`config.mk`:
```
export PLATFORM = sky130hd
export DESIGN_NAME = sigmoid_lut_arbiter
export DESIGN_NICKNAME = d
export VERILOG_FILES = /design/src/rtl/sigmoid_lut_arbiter.sv
export SDC_FILE = /design/constraint.sdc
export NUM_CORES = 1
export LEC_CHECK = 0
export CORE_AREA = 2 2 81 83
export CTS_CLUSTER_DIAMETER = 150
export CTS_CLUSTER_SIZE = 14
export DETAILED_ROUTE_END_ITERATION = 10
export DIE_AREA = 0 0 83 85
export DONT_BUFFER_PORTS = 1
export HOLD_SLACK_MARGIN = 0.03
export PLACE_DENSITY_LB_ADDON = 0.12
export SYNTH_ARGS = -nofsm -noshare
export SYNTH_HDL_FRONTEND = slang
export SYNTH_SLANG_ARGS = --single-unit
```
`constraint.sdc`:
```
create_clock -name clk -period 3.45 [get_ports clk]
set_clock_uncertainty 0.05 [all_clocks]
set_input_delay 0.5175 -clock clk [delete_from_list [all_inputs] [get_ports clk]]
set_output_delay 0.5175 -clock clk [all_outputs]
set_load 0.02 [all_outputs]
```
`src/rtl/sigmoid_lut_arbiter.sv`:
```
// Shares one synchronous sigmoid ROM between N_REQ gate requesters and returns ID-tagged results via a 2-entry FIFO.
// Optional feature macro: SIGMOID_ARB_RR_EN (round-robin arbitration); undefined gives fixed lowest-index priority.
module sigmoid_lut_arbiter #(
    parameter int N_REQ       = 3,
    parameter int ID_WIDTH    = 2,
    parameter int INPUT_WIDTH = 12,
    parameter int LUT_SIZE    = 384,
    parameter int ADDR_WIDTH  = 9,
    parameter int OUT_WIDTH   = 16
) (
    input  logic                         clk,
    input  logic                         rst,
    input  logic [N_REQ-1:0]             req_valid,
    input  logic [N_REQ*INPUT_WIDTH-1:0] req_data,
    output logic [N_REQ-1:0]             req_ready,
    output logic                         lut_en,
    output logic [ADDR_WIDTH-1:0]        lut_addr,
    input  logic [OUT_WIDTH-1:0]         lut_data,
    output logic                         rsp_valid,
    input  logic                         rsp_ready,
    output logic [ID_WIDTH-1:0]          rsp_id,
    output logic [OUT_WIDTH-1:0]         rsp_data,
    output logic                         rsp_sat,
    output logic                         busy
);
    localparam int MAG_W = INPUT_WIDTH - 1;
    localparam logic [MAG_W-1:0]      LUT_LIMIT = MAG_W'(LUT_SIZE);
    localparam logic [ADDR_WIDTH-1:0] ADDR_MAX  = ADDR_WIDTH'(LUT_SIZE - 1);

    logic [MAG_W-1:0]    mag_arr [N_REQ];
    logic [N_REQ-1:0]    sign_vec;
    logic [ID_WIDTH-1:0] cand_idx [N_REQ];

    logic                grant_any;
    logic [ID_WIDTH-1:0] grant_idx;
    logic                grant;
    logic                can_issue;
    logic                deq;
    logic [2:0]          occ;

    logic [MAG_W-1:0]      sel_mag;
    logic                  sel_sign;
    logic [ADDR_WIDTH-1:0] addr_next;
    logic                  sat_next;

    logic                pend_reg;
    logic                sign_reg;
    logic [ID_WIDTH-1:0] id_reg;
    logic                sat_reg;
    logic [OUT_WIDTH-1:0] result;

    logic [OUT_WIDTH-1:0] fifo_data_reg [2];
    logic [ID_WIDTH-1:0]  fifo_id_reg   [2];
    logic                 fifo_sat_reg  [2];
    logic                 wr_ptr_reg;
    logic                 rd_ptr_reg;
    logic [1:0]           count_reg;
    logic                 push;

    genvar gi;

    // Split the packed request bus into per-requester magnitude and sign.
    generate
        for (gi = 0; gi < N_REQ; gi++) begin : g_unpack
            assign mag_arr[gi]  = req_data[gi*INPUT_WIDTH +: MAG_W];
            assign sign_vec[gi] = req_data[gi*INPUT_WIDTH + INPUT_WIDTH - 1];
        end
    endgenerate

`ifdef SIGMOID_ARB_RR_EN
    localparam logic [ID_WIDTH:0] N_REQ_W = (ID_WIDTH+1)'(N_REQ);
    logic [ID_WIDTH-1:0] rr_ptr_reg;

    // Candidate k is the k-th requester after the last one granted, wrapping at N_REQ.
    generate
        for (gi = 0; gi < N_REQ; gi++) begin : g_cand
            logic [ID_WIDTH:0] sum;
            assign sum = {1'b0, rr_ptr_reg} + (ID_WIDTH+1)'(gi + 1);
            assign cand_idx[gi] = (sum >= N_REQ_W) ? ID_WIDTH'(sum - N_REQ_W) : sum[ID_WIDTH-1:0];
        end
    endgenerate

    always_ff @(posedge clk or posedge rst) begin
        if (rst) begin
            rr_ptr_reg <= ID_WIDTH'(N_REQ - 1);
        end else if (grant) begin
            rr_ptr_reg <= grant_idx;
        end
    end
`else
    generate
        for (gi = 0; gi < N_REQ; gi++) begin : g_cand
            assign cand_idx[gi] = ID_WIDTH'(gi);
        end
    endgenerate
`endif

    always_comb begin
        grant_any = 1'b0;
        grant_idx = '0;
        for (int k = 0; k < N_REQ; k++) begin
            if (!grant_any && req_valid[cand_idx[k]]) begin
                grant_any = 1'b1;
                grant_idx = cand_idx[k];
            end
        end
    end

    // Occupancy counts the in-flight read and credits a pop happening this cycle.
    assign deq       = rsp_valid & rsp_ready;
    assign occ       = {1'b0, count_reg} + {2'b00, pend_reg} - {2'b00, deq};
    assign can_issue = (occ < 3'd2);

    always_comb begin
        req_ready = '0;
        if (!rst && can_issue && grant_any) begin
            req_ready[grant_idx] = 1'b1;
        end
    end

    assign grant    = |req_ready;
    assign sel_mag  = mag_arr[grant_idx];
    assign sel_sign = sign_vec[grant_idx];

    always_comb begin
        addr_next = sel_mag[ADDR_WIDTH-1:0];
        sat_next  = 1'b0;
        if (sel_mag >= LUT_LIMIT) begin
            addr_next = ADDR_MAX;
            sat_next  = 1'b1;
        end
    end

    assign lut_en   = grant;
    assign lut_addr = grant ? addr_next : '0;

    always_ff @(posedge clk or posedge rst) begin
        if (rst) begin
            pend_reg <= 1'b0;
            sign_reg <= 1'b0;
            id_reg   <= '0;
            sat_reg  <= 1'b0;
        end else begin
            pend_reg <= grant;
            if (grant) begin
                sign_reg <= sel_sign;
                id_reg   <= grant_idx;
                sat_reg  <= sat_next;
            end
        end
    end

    // Negative inputs use sigma(-x) = 1 - sigma(x); the ROM never returns below 0x8000.
    assign result = sign_reg ? ({OUT_WIDTH{1'b0}} - lut_data) : lut_data;
    assign push   = pend_reg;

    always_ff @(posedge clk or posedge rst) begin
        if (rst) begin
            wr_ptr_reg <= 1'b0;
            rd_ptr_reg <= 1'b0;
            count_reg  <= 2'd0;
            for (int e = 0; e < 2; e++) begin
                fifo_data_reg[e] <= '0;
                fifo_id_reg[e]   <= '0;
                fifo_sat_reg[e]  <= 1'b0;
            end
        end else begin
            if (push) begin
                fifo_data_reg[wr_ptr_reg] <= result;
                fifo_id_reg[wr_ptr_reg]   <= id_reg;
                fifo_sat_reg[wr_ptr_reg]  <= sat_reg;
                wr_ptr_reg                <= ~wr_ptr_reg;
            end
            if (deq) begin
                rd_ptr_reg <= ~rd_ptr_reg;
            end
            case ({push, deq})
                2'b10:   count_reg <= count_reg + 2'd1;
                2'b01:   count_reg <= count_reg - 2'd1;
                default: count_reg <= count_reg;
            endcase
        end
    end

    assign rsp_valid = (count_reg != 2'd0);
    assign rsp_data  = rsp_valid ? fifo_data_reg[rd_ptr_reg] : '0;
    assign rsp_id    = rsp_valid ? fifo_id_reg[rd_ptr_reg]   : '0;
    assign rsp_sat   = rsp_valid ? fifo_sat_reg[rd_ptr_reg]  : 1'b0;
    assign busy      = pend_reg | rsp_valid;

endmodule

```
-- Word level (Yosys, flattened, before mapping)
Index checks and enable logic that the tools add are counted.
W data, S select, Z words.
- flip-flop bits (word level): 47
- logic and storage cells: 86
- add/subtract/negate cells: 5
- magnitude comparators: 8
- equal/unequal tests: 2
- multiplexer cells: 39
- bitwise gates (word level): 7
- reduce and logical (&&, ||, !) cells: 12
- operators by type and width (operator ; number):
    $mux W16 ; 6
    $bwmux W32 ; 1
    $bmux W11 S2 ; 1
    $mux W11 ; 2
    $mux W9 ; 2
    $demux W16 S1 ; 1
    $sub A1 B16 Y16 const A ; 1
    $mux W1 ; 12
    $mux W2 ; 6
    $ge A11 B9 Y1 const B ; 1
    $logic_and A1 B1 Y1 ; 6
    $bwmux W4 ; 1
    $ge A2 B2 Y1 const B ; 2
    $not A1 Y2 ; 2
    $pmux W2 S2 ; 1
    $reduce_bool A2 Y1 ; 2
    $add A2 B1 Y3 ; 1
    $ge A3 B3 Y1 const B ; 1
    $logic_not A1 Y1 ; 3
    $lt A2 B3 Y1 const B ; 1
    $lt A3 B2 Y1 const B ; 1
    $mux W3 ; 1
    $not A2 Y3 ; 1
    $reduce_or A3 Y1 ; 1
    other kinds (15) ; 16

-- Logic depth before layout (Yosys ltp)
- depth in word-level cells: 14
- mapped depth: 11
- mapped depth without buffers: 10

-- Least setup slack after synthesis
OpenSTA, ideal clock, no wires.
- path kind: input to output
- start point: in rst
- end point: out lut_addr[7]
- arrival: 2.776 ns
- required time: 2.882 ns
- path slack: 0.106 ns
- stages on the path: 4
- path through: inv_1 -> and3_1 -> o21ai_1 -> nor4_1
- longest elaborated chain between the ends: 6
- RTL lines (what ; line ; text):
    start, declared ; 12 ; input logic rst,
    $logic_not A1 Y1 (no source line) ; n/a ;
    $logic_and A1 B1 Y1 (2 in a row) ; 116 ; if (!rst && can_issue && grant_any) begin
    $mux W3 ; 116 ;
    $reduce_or A3 Y1 ; 121 ; assign grant = |req_ready;
    $mux W9 ; 135 ; assign lut_addr = grant ? addr_next : '0;
    end, declared ; 17 ; output logic [ADDR_WIDTH-1:0] lut_addr,
No other way between the ends.

-- Final worst setup path
- start point: reg count_reg[0]
- end point: out lut_addr[0]
- longest elaborated chain between the ends: 9
- elaborated cells on any way between the ends: 10
- RTL lines (what ; line ; text):
    start, declared ; 57 ; logic [1:0] count_reg;
    start signal, assigned ; 178 ; 2'b10: count_reg <= count_reg + 2'd1;
    start signal, assigned ; 179 ; 2'b01: count_reg <= count_reg - 2'd1;
    start signal, assigned ; 180 ; default: count_reg <= count_reg;
    parallel branches: the longest is 2 deep, another holds $add A2 B1 Y3 ; n/a ;
    $sub A3 B1 Y3 (*) ; 111 ; assign occ = {1'b0, count_reg} + {2'b00, pend_reg} - {2'b00, deq};
    $lt A3 B2 Y1 (*) ; 112 ; assign can_issue = (occ < 3'd2);
    $logic_and A1 B1 Y1 (*) (2 in a row) ; 116 ;
    $mux W3 (*) ; 116 ;
    $reduce_or A3 Y1 (*) ; 121 ;
    $mux W9 (*) ; 135 ;
Every way passes the cells marked *.

==> run metrics <==
status completed; Boundary Pins 92; clock-pin slew on the worst setup and hold paths 0.10 ns; top-area cell type share of the netlist area 44.01%; critical path's largest stage delay 0.43 ns; top post-synthesis cells by count 47 x dfrtp_1, 44 x nand2_1, 36 x o21ai_0, 33 x nor2_1, 21 x a21oi_1; max-capacitance violation count 0; Die Area 7055 um^2; synthesized area 2673 um^2; Routability Congestion 0.7920; Setup Fix Bufs, Post-CTS 0; max_slew headroom 28.80%; CP Cell Sequence nor2_2 -> a21oi_1 -> nand2b_1 -> fa_1 -> xnor2_1 -> and3_1 -> o21ai_2 -> buf_4 -> a21oi_1 -> buf_4; vias in the first global route 2,003; Max Clock Freq 321.8 MHz; Root Driver clkbuf_8; clock power share 12.3%; Bufs on Longest Clock Path 2; Synth Warn # 0; Internal Pwr Total 1.466 mW; CTS tree done; Worst EP required 2.88 ns; final core occ 46.70%; CP endpoint kind primary output; Avg Cell Area, Syn 8.909 um^2; fin crit period 3.107 ns; crit path kind register to primary output; crit path DAT 2.54 ns; #FFs+latches synth 47; input/output buffers 0; EDFF count, synth 0; max reg flops 32; die height 85 um; Die Span X 83 um; Fin Setup TNS 0 ns; worst hold path class primary input to async pin; register area share after synthesis 44.01%; layout cells sized above 1 12.46%; fin crit share 90.06%; Post-CTS Resized 0; Mapped Cells 300; final setup fails 0; H-tree levels 2; Clock Sink Count 47; initial antenna violation count 0; Sw Ratio 46.20%; Via Count 2,055; starting density of the core 43.07%; ANT cells 0; DRC viols 0; CORE AREA 6205 um^2; Slew Viols, Final 0; Hold Buf Count CTS 0; Net Count, Synth 360; Setup crit start kind register; Comb power frac 49.5%; Final ANT Viol Nets 0; dominant cells by area after synthesis dfrtp_1 44%, mux2i_1 7.5%, o21ai_0 6.7%; CTS Buf Count 5; worst reg2reg setup slack 1.17 ns; commonest register cell after synthesis dfrtp_1; RSZ-0062 raised after global routing false; count leader, synth dfrtp_1; Async SR Flop Fraction 100.0%; worst vdd ir 444.6 uV; grt ovf 0; via-per-instance ratio 5.380; # fillers 618; FF+latch area 1176 um^2; sequential power share 38.2%; Distinct cells, synth 38; Sw Pwr 1.259 mW; wire per inst 15.53 um; largest net degree at the start of global routing 48; clock latency on the worst-skew pair 0.30 ns; Worst-Margin Slew 1.065 ns; Starting DRT DRC Count 136; area of the multi-input gates 1394 um^2; # rows 29; Total Routing Usage GR 17.52%; Final nets 364; HPWL Detailed 4.302 mm; final WL 5.932 mm; Final Hold Fails 0; power per cell area 940.2 nW/um^2; cell accounting for the most synthesized area dfrtp_1; crit path max fanout 10; CP max stage cell dfrtp_1; global-route wire length before repair 10.04 mm; Initial DRT Pass Iterations 4; area grow syn2layout 8.427%; leak pwr 1.312 nW
-- stage by stage --
step | setup WS, ns | cell area, um^2 | power (mW) | hold WS, ns | instances
final | 0.3428 | 2898 | 2.724 | 0.2217 | 382
after CTS | 0.2077 | 2892 | 2.757 | 0.2405 | 382
after floorplan | 0.1062 | 2673 | 2.091 | 0.3992 | 300
after detailed placement | 0.4332 | 2803 | 2.418 | 0.4210 | 374
after global routing | 0.07916 | 2898 | 2.971 | 0.2848 | 382
after global placement | 0.4534 | 2803 | 2.394 | 0.4111 | 374
-- final cells by class --
cell class | instances | area share (%)
Tap cell | 77 | 3.325
Multi-Input combinational cell | 227 | 48.10
Timing Repair Buffer | 15 | 3.886
Sequential cell | 47 | 40.59
Inverter | 8 | 1.036
Clock buffer | 5 | 2.375
Clock inverter | 3 | 0.6908
-- kinds of logic after synthesis --
| kind of cell | share of synthesized area (%) |
|---|---|
| mux | 10.02 |
| buf+inv | 4.073 |
| fa+ha+maj | 1.217 |
| xor+xnor | 5.899 |
| compound gates | 17.65 |
| flops | 44.01 |
| simple gates | 17.13 |
-- power groups by stage --
stage	registers [mW]	logic, mW	clock network (mW)
floorplan	0.942	1.15	0
global placement	1.05	1.35	0
detailed placement	1.05	1.36	0
CTS	1.04	1.37	0.346
global route	1.09	1.51	0.371
finish	1.04	1.35	0.336
-- per-layer routing --
layer | vias up | GRT usage [%] | share of wire [%]
met5 | - | 0 | 0
met4 | 0 | 4.471 | 1.2
met3 | 10 | 5.058 | 6.1
met2 | 70 | 28.15 | 45
met1 | 932 | 23.47 | 47
li1 | 1043 | - | -
-- cell usage in the layout (no fill, tap or decap), drive strengths merged, types with 4 or more instances in the layout --
cell / netlist / layout
dfrtp: 47 / 47
nand2: 44 / 44
o21ai: 38 / 38
nor2: 34 / 34
a21oi: 21 / 21
mux2i: 20 / 20
buf: 5 / 15
xor2: 14 / 14
a22oi: 8 / 8
inv: 8 / 8
o31ai: 6 / 6
mux2: 6 / 6
clkbuf: 13 / 5
xnor2: 4 / 4
nor2b: 4 / 4
and2: 4 / 4
-- critical path: cells and delay by family, from the launching register on --
family	cells	cell delay (ns)
buffers and inverters	2	0.35
xor gates and xnor gates	1	0.13
AOI/OAI and AO/OA	3	0.34
adders and majority gates	1	0.38
DFF	1	0.43
and+or+nand+nor	3	0.61
-- path summary, 6_finish.rpt --
check | endpoint | cells past startpoint | start
setup / recovery | lut_addr[0] | 10 | count_reg[0]
hold / removal | fifo_data_reg[5] | 2 | rst
setup reg to reg | id_reg[0] | 9 | count_reg[0]
hold reg to reg | fifo_data_reg[26] | 2 | fifo_data_reg[26]
max in group asynchronous | fifo_id_reg[2] | 2 | rst
min in group clk | rd_ptr_reg | 2 | rsp_ready
No activity file was read; power rests on OpenSTA's default activity.
